**config.mk**
```make
export PLATFORM = sky130hd
export DESIGN_NAME = eb_serializer
export DESIGN_NICKNAME = d
export VERILOG_FILES = /design/src/rtl/eb_serializer.sv
export SDC_FILE = /design/constraint.sdc
export NUM_CORES = 1
export LEC_CHECK = 0
export CORE_MARGIN = 5
export CORE_UTILIZATION = 52
export DETAILED_ROUTE_END_ITERATION = 8
export PLACE_DENSITY = 0.85
export SYNTH_ARGS = -nofsm -noshare
export SYNTH_HDL_FRONTEND = slang
export SYNTH_SLANG_ARGS = --single-unit
```
**constraint.sdc**
```tcl
create_clock -name clk -period 5.5 [get_ports clk]
set_input_delay 0.55 -clock clk [delete_from_list [all_inputs] [get_ports clk]]
set_output_delay 0.55 -clock clk [all_outputs]
set_load 0.1 [all_outputs]
```
**src/rtl/eb_serializer.sv**
```systemverilog
// eb_serializer: wide-to-narrow stream serializer on the valid/ready handshake.
// Accepts one word of RATIO slices on the target side and emits 1..RATIO of
// those slices as narrow beats on the initiator side, flagging the final beat.
// A new word is accepted in the same cycle the previous word's last beat is
// consumed, so back-to-back words stream without a bubble.
// t_ready depends combinationally on i_ready; downstream must not derive
// i_ready from t_ready.
module eb_serializer #(
  parameter int DWIDTH    = 32,
  parameter int RATIO     = 4,
  parameter int MSB_FIRST = 0
) (
  input  logic                      clk,
  input  logic                      rst,
  input  logic [DWIDTH*RATIO-1:0]   t_data,
  input  logic [$clog2(RATIO):0]    t_nbeats,
  input  logic                      t_valid,
  output logic                      t_ready,
  output logic [DWIDTH-1:0]         i_data,
  output logic                      i_last,
  output logic                      i_valid,
  input  logic                      i_ready,
  output logic                      busy
);

  localparam int IDXW = $clog2(RATIO);
  localparam int NBW  = IDXW + 1;

  typedef enum logic {
    EMPTY = 1'b0,
    SEND  = 1'b1
  } state_t;

  state_t                        state_q, state_d;
  logic [IDXW-1:0]               idx_q, idx_d;
  logic [NBW-1:0]                nb_q, nb_d;
  logic [RATIO-1:0][DWIDTH-1:0]  wreg_q, wreg_d;
  logic [IDXW-1:0]               slice_sel;
  logic                          last_beat;
  logic                          t_ready_c;

  // A requested beat count of 0 or above RATIO means "the whole word".
  function automatic logic [NBW-1:0] norm_nbeats(input logic [NBW-1:0] n);
    if (n == '0 || n > NBW'(RATIO)) return NBW'(RATIO);
    return n;
  endfunction

  // Final beat of the held word; only meaningful while a word is held.
  assign last_beat = (state_q == SEND) && ({1'b0, idx_q} == nb_q - NBW'(1));

  // Map the beat index onto a slice of the held word.
  assign slice_sel = (MSB_FIRST != 0) ? IDXW'(RATIO - 1) - idx_q : idx_q;

  assign i_data  = wreg_q[slice_sel];
  assign i_last  = last_beat;
  assign busy    = i_valid;
  // t_ready is held low while reset is asserted so no word is taken then.
  assign t_ready = t_ready_c & ~rst;

  // Next-state, capture and handshake logic.
  // NOTE: every signal written here gets a default first, so no path leaves
  // one unassigned and no latch is inferred.
  always_comb begin
    state_d   = state_q;
    idx_d     = idx_q;
    nb_d      = nb_q;
    wreg_d    = wreg_q;
    i_valid   = 1'b0;
    t_ready_c = 1'b0;
    unique case (state_q)
      EMPTY: begin
        t_ready_c = 1'b1;
        if (t_valid) begin
          state_d = SEND;
          wreg_d  = t_data;
          nb_d    = norm_nbeats(t_nbeats);
          idx_d   = '0;
        end
      end
      SEND: begin
        i_valid   = 1'b1;
        t_ready_c = last_beat & i_ready;
        if (i_ready) begin
          if (!last_beat) begin
            idx_d = idx_q + IDXW'(1);
          end else if (t_valid) begin
            // Refill in the same cycle the last beat leaves: no bubble.
            wreg_d = t_data;
            nb_d   = norm_nbeats(t_nbeats);
            idx_d  = '0;
          end else begin
            state_d = EMPTY;
          end
        end
      end
      default: state_d = EMPTY;
    endcase
  end

  // State registers with synchronous active-high reset.
  // NOTE: the word register is reset too, so i_data reads zero after reset
  // and no stale slice of a discarded word can ever reappear.
  always_ff @(posedge clk) begin
    if (rst) begin
      // NOTE: non-blocking assignments keep every register update in step
      // with the clock edge, independent of statement order.
      state_q <= EMPTY;
      idx_q   <= '0;
      nb_q    <= NBW'(RATIO);
      wreg_q  <= '0;
    end else begin
      state_q <= state_d;
      idx_q   <= idx_d;
      nb_q    <= nb_d;
      wreg_q  <= wreg_d;
    end
  end

endmodule

```
==> metrics.txt, run 1 <==
outcome=completed; Fmax=roughly 260 MHz; vias in the first global route=5213; Ports=171; synth cell count leaders=nand2_1 (260), dfxtp_1 (134), mux2i_1 (131), mux4_2 (32), clkbuf_1 (31); Iter 0 DRT Violations=313; Synth top area share=roughly 42%; Post-synth ARST share=0%; DIE AREA=about 14000 um2; Crit. End Element=primary output; final period utilization=69.98%; Synth Warn #=0; worst-path cell chain=buf_4, mux4_2, clkdlybuf4s50_1; share of post-route cells with drive strength above 1=between 8 and 9%; CP Max Fanout=25; Post-route DRC=0; grt ovf=0; H-tree depth=4; post-CTS setup buffer count=0; Max Clock Skew=about 0.0062 ns; syn nets=slightly below 800; global-route wire length before repair=between 20000 and 25000 um; footprint of the multi-input gates=approximately 3200 um2; Max-slew headroom=between 30% and 40%; Core Region=11960 um2; DR pass1 iterations=4; RePlAce Congestion=just over 0.8; number of synthesized flops with an enable pin=0; Routed WL per cell=15.78 um; post-synthesis sequential area ratio=between 40% and 50%; Power Density=318.8 nW/um2; Layout Nets=between 900 and 1000; initial antenna violation count=0; via count=between 4000 and 5000; Cells after Synth=approximately 650; CTS root buf=clkbuf_16; Worst-Skew Late Latency=about 0.40 ns; CTS tree=built; min Tclk post-route=between 3 and 4 ns; Crit path required time=between 4 and 5 ns; post-synth cell types=30; WP buf/inv=2; Die Y=about 120 um; hpwl dp=approximately 10000 um; Num CTS Buffers=17; ANT cells=0; most numerous cell in the Yosys netlist=nand2_1; max-capacitance violation count=0; CTS clk-pin slew, worst paths=around 0.050 ns; syn avg cell area=just under 10 um2; FP Rows=40; # setup viols final=0; Worst Path Class, Setup=register to primary output; slowest cell on the critical path=clkdlybuf4s50_1; synthesized area=between 6000 and 7000 um2; clock tree buffer depth=2; largest area contributor in the netlist=dfxtp_1; #FFs+latches synth=approximately 130; post-CTS sizing=0; RSZ-0062 raised after global routing=false; Port Buffers=170; Tot GR Track Use=between 20% and 30%; VDD IR max=between 0.0002 and 0.00025 V; pin count of the biggest net entering global routing=approximately 130; cell area after placement=7899 um2; # clock sinks=around 130; Post-Route WL=14880 um; # fillers=861; Synth area leaders=dfxtp_1 (42%), mux2i_1 (21%), nand2_1 (15%); Worst Max-Slew Pin Slew=between 1 and 1.5 ns; Crit path max-delay family=buffers and inverters; Post-DRT Antenna Nets=0; Critical Path Max Stage Delay=0.99 ns; hold crit path type=register to register; Final Max Slew Viols=0; leakage=~3.4 nW; design area=between 8000 and 9000 um2; setup TNS=0 ns; Vias/cell=5.273; Arrival @ worst endpoint=3.30 ns; DIE WIDTH=120.2 um; final hold vios=0; register area=2685 um2; Layout area overhead=34.34%; initial core utilization=52.81%; Top FF cell, synth=dfxtp_1; Hold Buf Count CTS=0; Startpoint Class=register
logic make-up after synthesis:
group | count (synthesis) | synth area share, %
buffers and inverters | 57 | 6.219
xor gates and xnor gates | 6 | 0.8320
DFF | 134 | 42.46
muxes | 163 | 32.16
adders and majority gates | 2 | 0.3961
and+or+nand+nor | 274 | 16.80
AOI/OAI and AO/OA | 9 | 1.129
layout by cell type, fill, tap and decap left out, types with 2 or more instances in the layout:
master and instances:
buf_12 2, buf_4 2, clkbuf_16 17, clkbuf_8 9, clkdlybuf4s50_1 170, dfxtp_1 132
dfxtp_2 2, ha_1 2, inv_1 4, mux2i_1 131, mux4_2 32, nand2_1 260
nand2b_1 3, nand3b_1 3, nor2_1 2, nor4_1 2, xnor2_1 3, xor2_1 3
worst register-to-register path, stage by stage (launching register included):
cell     delay [ns]
dfxtp_2        0.98
xnor2_1        0.29
o41ai_2        0.55
buf_4          0.72
mux2i_1        0.35
area by class of cell:
class                           count  area share (%)
Tap cell                          147           2.167
Sequential cell                   134           31.64
Inverter                            5          0.2801
Multi-Input combinational cell    454           38.29
Timing Repair Buffer              174           20.70
Clock inverter                      2          0.4128
Clock buffer                       27           6.516
stage by stage:
| step | setup slack [ns] | hold slack (ns) | total power, mW | utilization (%) | instances |
|---|---|---|---|---|---|
| 4_1_cts | 1.579 | 0.4565 | 2.727 | 70.95 | 943 |
| 3_5_place_dp | 2.033 | 0.4482 | 1.626 | 66.04 | 914 |
| 2_1_floorplan | 0.8173 | 0.4315 | 1.464 | - | 645 |
| 5_1_grt | 1.432 | 0.4689 | 2.817 | 70.95 | 943 |
| 3_3_place_gp | 2.072 | 0.4395 | 1.611 | 66.04 | 914 |
| 6_report | 1.651 | 0.4524 | 2.706 | 70.95 | 943 |
sequential cells by signal, indices dropped and copies added (netlist names):
name / count
state_q: 1
idx_q: 2
nb_q: 3
wreg_q: 128
final timing paths:
kind         cells past startpoint                       end  slack [ns]                     start
max                              3                 i_data[9]        1.65     idx_q[0]$_SDFFE_PP0N_
min                              2  wreg_q[124]$_SDFFE_PP0P_        0.45  wreg_q[124]$_SDFFE_PP0P_
max reg2reg                      4   wreg_q[90]$_SDFFE_PP0P_        2.54     idx_q[1]$_SDFFE_PP0N_
min reg2reg                      2  wreg_q[124]$_SDFFE_PP0P_        0.45  wreg_q[124]$_SDFFE_PP0P_
power breakdown:
part	internal, mW	total (mW)	switching (mW)
Clock	0.723	1.10	0.377
Sequential	1.04	1.08	0.0440
Combinational	0.226	0.526	0.300
Total	1.98	2.71	0.721
per-layer routing:
layer  vias up  routed length, um  track usage, %
met1      2344               6100           23.96
met4         0                425           9.561
met5         -                  0               0
met3        33                725           5.051
li1       2453                  -               -
met2       142               7627           35.93
(Power assumes the default switching activity.)
==> inputs of run 2 (changes only) <==
--- a/config.mk
+++ b/config.mk
@@ -6,9 +6,9 @@
 export NUM_CORES = 1
 export LEC_CHECK = 0
 export CORE_MARGIN = 5
-export CORE_UTILIZATION = 52
+export CORE_UTILIZATION = 49
 export DETAILED_ROUTE_END_ITERATION = 8
-export PLACE_DENSITY = 0.85
+export PLACE_DENSITY = 0.81
 export SYNTH_ARGS = -nofsm -noshare
 export SYNTH_HDL_FRONTEND = slang
 export SYNTH_SLANG_ARGS = --single-unit
==> constraint.sdc (replaced) <==
create_clock -name clk -period 3.6 [get_ports clk]
set_input_delay 0.36 -clock clk [delete_from_list [all_inputs] [get_ports clk]]
set_output_delay 0.36 -clock clk [all_outputs]
set_load 0.1 [all_outputs]
==> run 2 against run 1 <==
Net effect:
- clock power up 63%
- clock skew up 0.00083 ns
- first-iteration DRC count up 0.96%
- final cell count up 3.3%
- critical endpoint is now t_ready
==> metrics.txt, run 2 (same netlist as run 1, synthesis figures left out) <==
Die Y=between 100 and 150 um; met3 WL post-DR=655 um; r2r setup slk=between 1 and 1.5 ns; Final Max Slew Viols=0; design area=~8500 um2; final period utilization=between 70% and 80%; global-route wire length before repair=roughly 23000 um; via count=between 4000 and 5000; critical path's most frequent cell=buf_4; max reg flops=roughly 130; Worst Path Class, Setup=register to primary output; Top reg by flops=wreg_q; setup TNS=0 ns; ANT cells=0; RR Startpoint=nb_q[0]$_SDFFE_PP0P_; CP Max Fanout=16; initial core utilization=around half; worst hold stages=2; Hold Path Sink=wreg_q[122]$_SDFFE_PP0P_; post-CTS setup buffer count=0; hold crit path type=register to register; VDD IR max=roughly 0.00033 V; max-capacitance violation count=0; post-CTS sizing=0; Tot GR Track Use=between 10% and 20%; Max-slew headroom=34.14%; CTS tree=built; # setup viols final=0; H-tree depth=4; Hold Buf Count CTS=0; # clock sinks=roughly 130; Power Density=between 400 and 500 nW/um2; Core Region=about 13000 um2; Post-DRT Antenna Nets=0; uppermost layer routed=met4; DIE WIDTH=between 100 and 150 um; Finished Layout Cells=approximately 970; worst setup path startpoint=idx_q[0]$_SDFFE_PP0N_; Fmax=357.1 MHz; commonest non-fill, non-tap cell in the layout=nand2_1; Startpoint Class=register; worst-path cell chain=buf_4, xor2_1, a41oi_1, nor2_1, buf_4; Max Clock Skew=roughly 0.0070 ns; Iter 0 DRT Violations=316; vias in the first global route=between 5000 and 6000; Post-Route WL=between 10000 and 15000 um; hpwl dp=around 10000 um; Worst-Skew Late Latency=~0.43 ns; CTS clk-pin slew, worst paths=about 0.05 ns; Placed Instances=~940; Critical Path Max Stage Delay=a little over 0.6 ns; Layout Nets=926; Ports=about 170; Arrival @ worst endpoint=2.44 ns; Largest regs=wreg_q: 128 flops, nb_q: 3 flops, idx_q: 2 flops; DIE AREA=around 15000 um2; Met1 Wirelength=around 6400 um; most frequent cells in the layout=nand2_1 (260), clkdlybuf4s50_1 (136), dfxtp_1 (132); outcome=completed; leakage=3.447 nW; fin util=roughly 67%; share of post-route cells with drive strength above 1=between 10% and 20%; RSZ-0062 raised after global routing=false; metal2 WL=7479 um; DR pass1 iterations=4; grt ovf=0; final hold vios=0; Num CTS Buffers=17; initial antenna violation count=0; slowest cell on the critical path=dfxtp_2; Crit. End Element=primary output; Vias/cell=about 5.1; Layout area overhead=34.66%; Post-route DRC=0; clock tree buffer depth=2; Routed WL per cell=15.19 um; # fillers=about 1000; reg2reg end=wreg_q[36]$_SDFFE_PP0P_; Port Buffers=170; CTS root buf=clkbuf_16; FP Rows=41; Crit path required time=roughly 3.2 ns; pin count of the biggest net entering global routing=between 100 and 150; Min-Delay Startpoint=wreg_q[122]$_SDFFE_PP0P_; RePlAce Congestion=just under 0.8; min Tclk post-route=~2.8 ns; R2R cell count=6; Worst Max-Slew Pin Slew=0.9848 ns; cell area after placement=approximately 7900 um2; total power=between 4 and 5 mW
==> run 2: through the flow <==
stage | setup WS, ns | hold slack (ns)
5_1_grt | 0.5769 | 0.4686
4_1_cts | 0.7227 | 0.4536
6_report | 0.7999 | 0.4526
3_5_place_dp | 1.107 | 0.4465
2_1_floorplan | 0.2353 | 0.4315
3_3_place_gp | 1.224 | 0.4396
==> run 2: area by class of cell <==
| type | instances | area, um2 | area share [%] |
|---|---|---|---|
| Clock buffer | 24 | 501.7 | 5.898 |
| Inverter | 5 | 23.77 | 0.2795 |
| Tap cell | 172 | 215.2 | 2.530 |
| Clock inverter | 8 | 118.9 | 1.397 |
| Timing Repair Buffer | 177 | 1707 | 20.06 |
| Multi-Input combinational cell | 454 | 3256 | 38.27 |
| Sequential cell | 134 | 2685 | 31.56 |
==> run 2: per-layer routing <==
metal  up-vias  track usage [%]
li1       2462                -
met4         0            7.958
met5         -                0
met2       124            33.50
met1      2319            23.73
met3        22            4.529
==> run 2: how the worst max path moves through the flow <==
| stage | endpoint | slack (ns) | cells past startpoint |
|---|---|---|---|
| CTS | t_ready | 0.72 | 5 |
| floorplan | i_last | 0.24 | 2 |
| detailed placement | wreg_q[106]$_SDFFE_PP0P_ | 1.11 | 6 |
| finish | t_ready | 0.80 | 5 |
| global route | t_ready | 0.58 | 5 |
| global placement | wreg_q[84]$_SDFFE_PP0P_ | 1.22 | 6 |
==> run 2: report_power, final <==
| part | leakage, nW | switching, mW | total [mW] | internal (mW) |
|---|---|---|---|---|
| registers | 1.10 | 0.0554 | 1.64 | 1.58 |
| clock network | 0.310 | 0.617 | 1.79 | 1.18 |
| logic | 2.04 | 0.471 | 0.808 | 0.337 |
| total | 3.45 | 1.14 | 4.24 | 3.10 |
==> run 2: critical path: cells and delay by family, from the launching register on <==
kind                      cells  cell delay (ns)
AOI/OAI and AO/OA             1             0.24
xor gates and xnor gates      1             0.33
buffers and inverters         2             0.66
DFF                           1             0.62
and+or+nand+nor               1             0.17
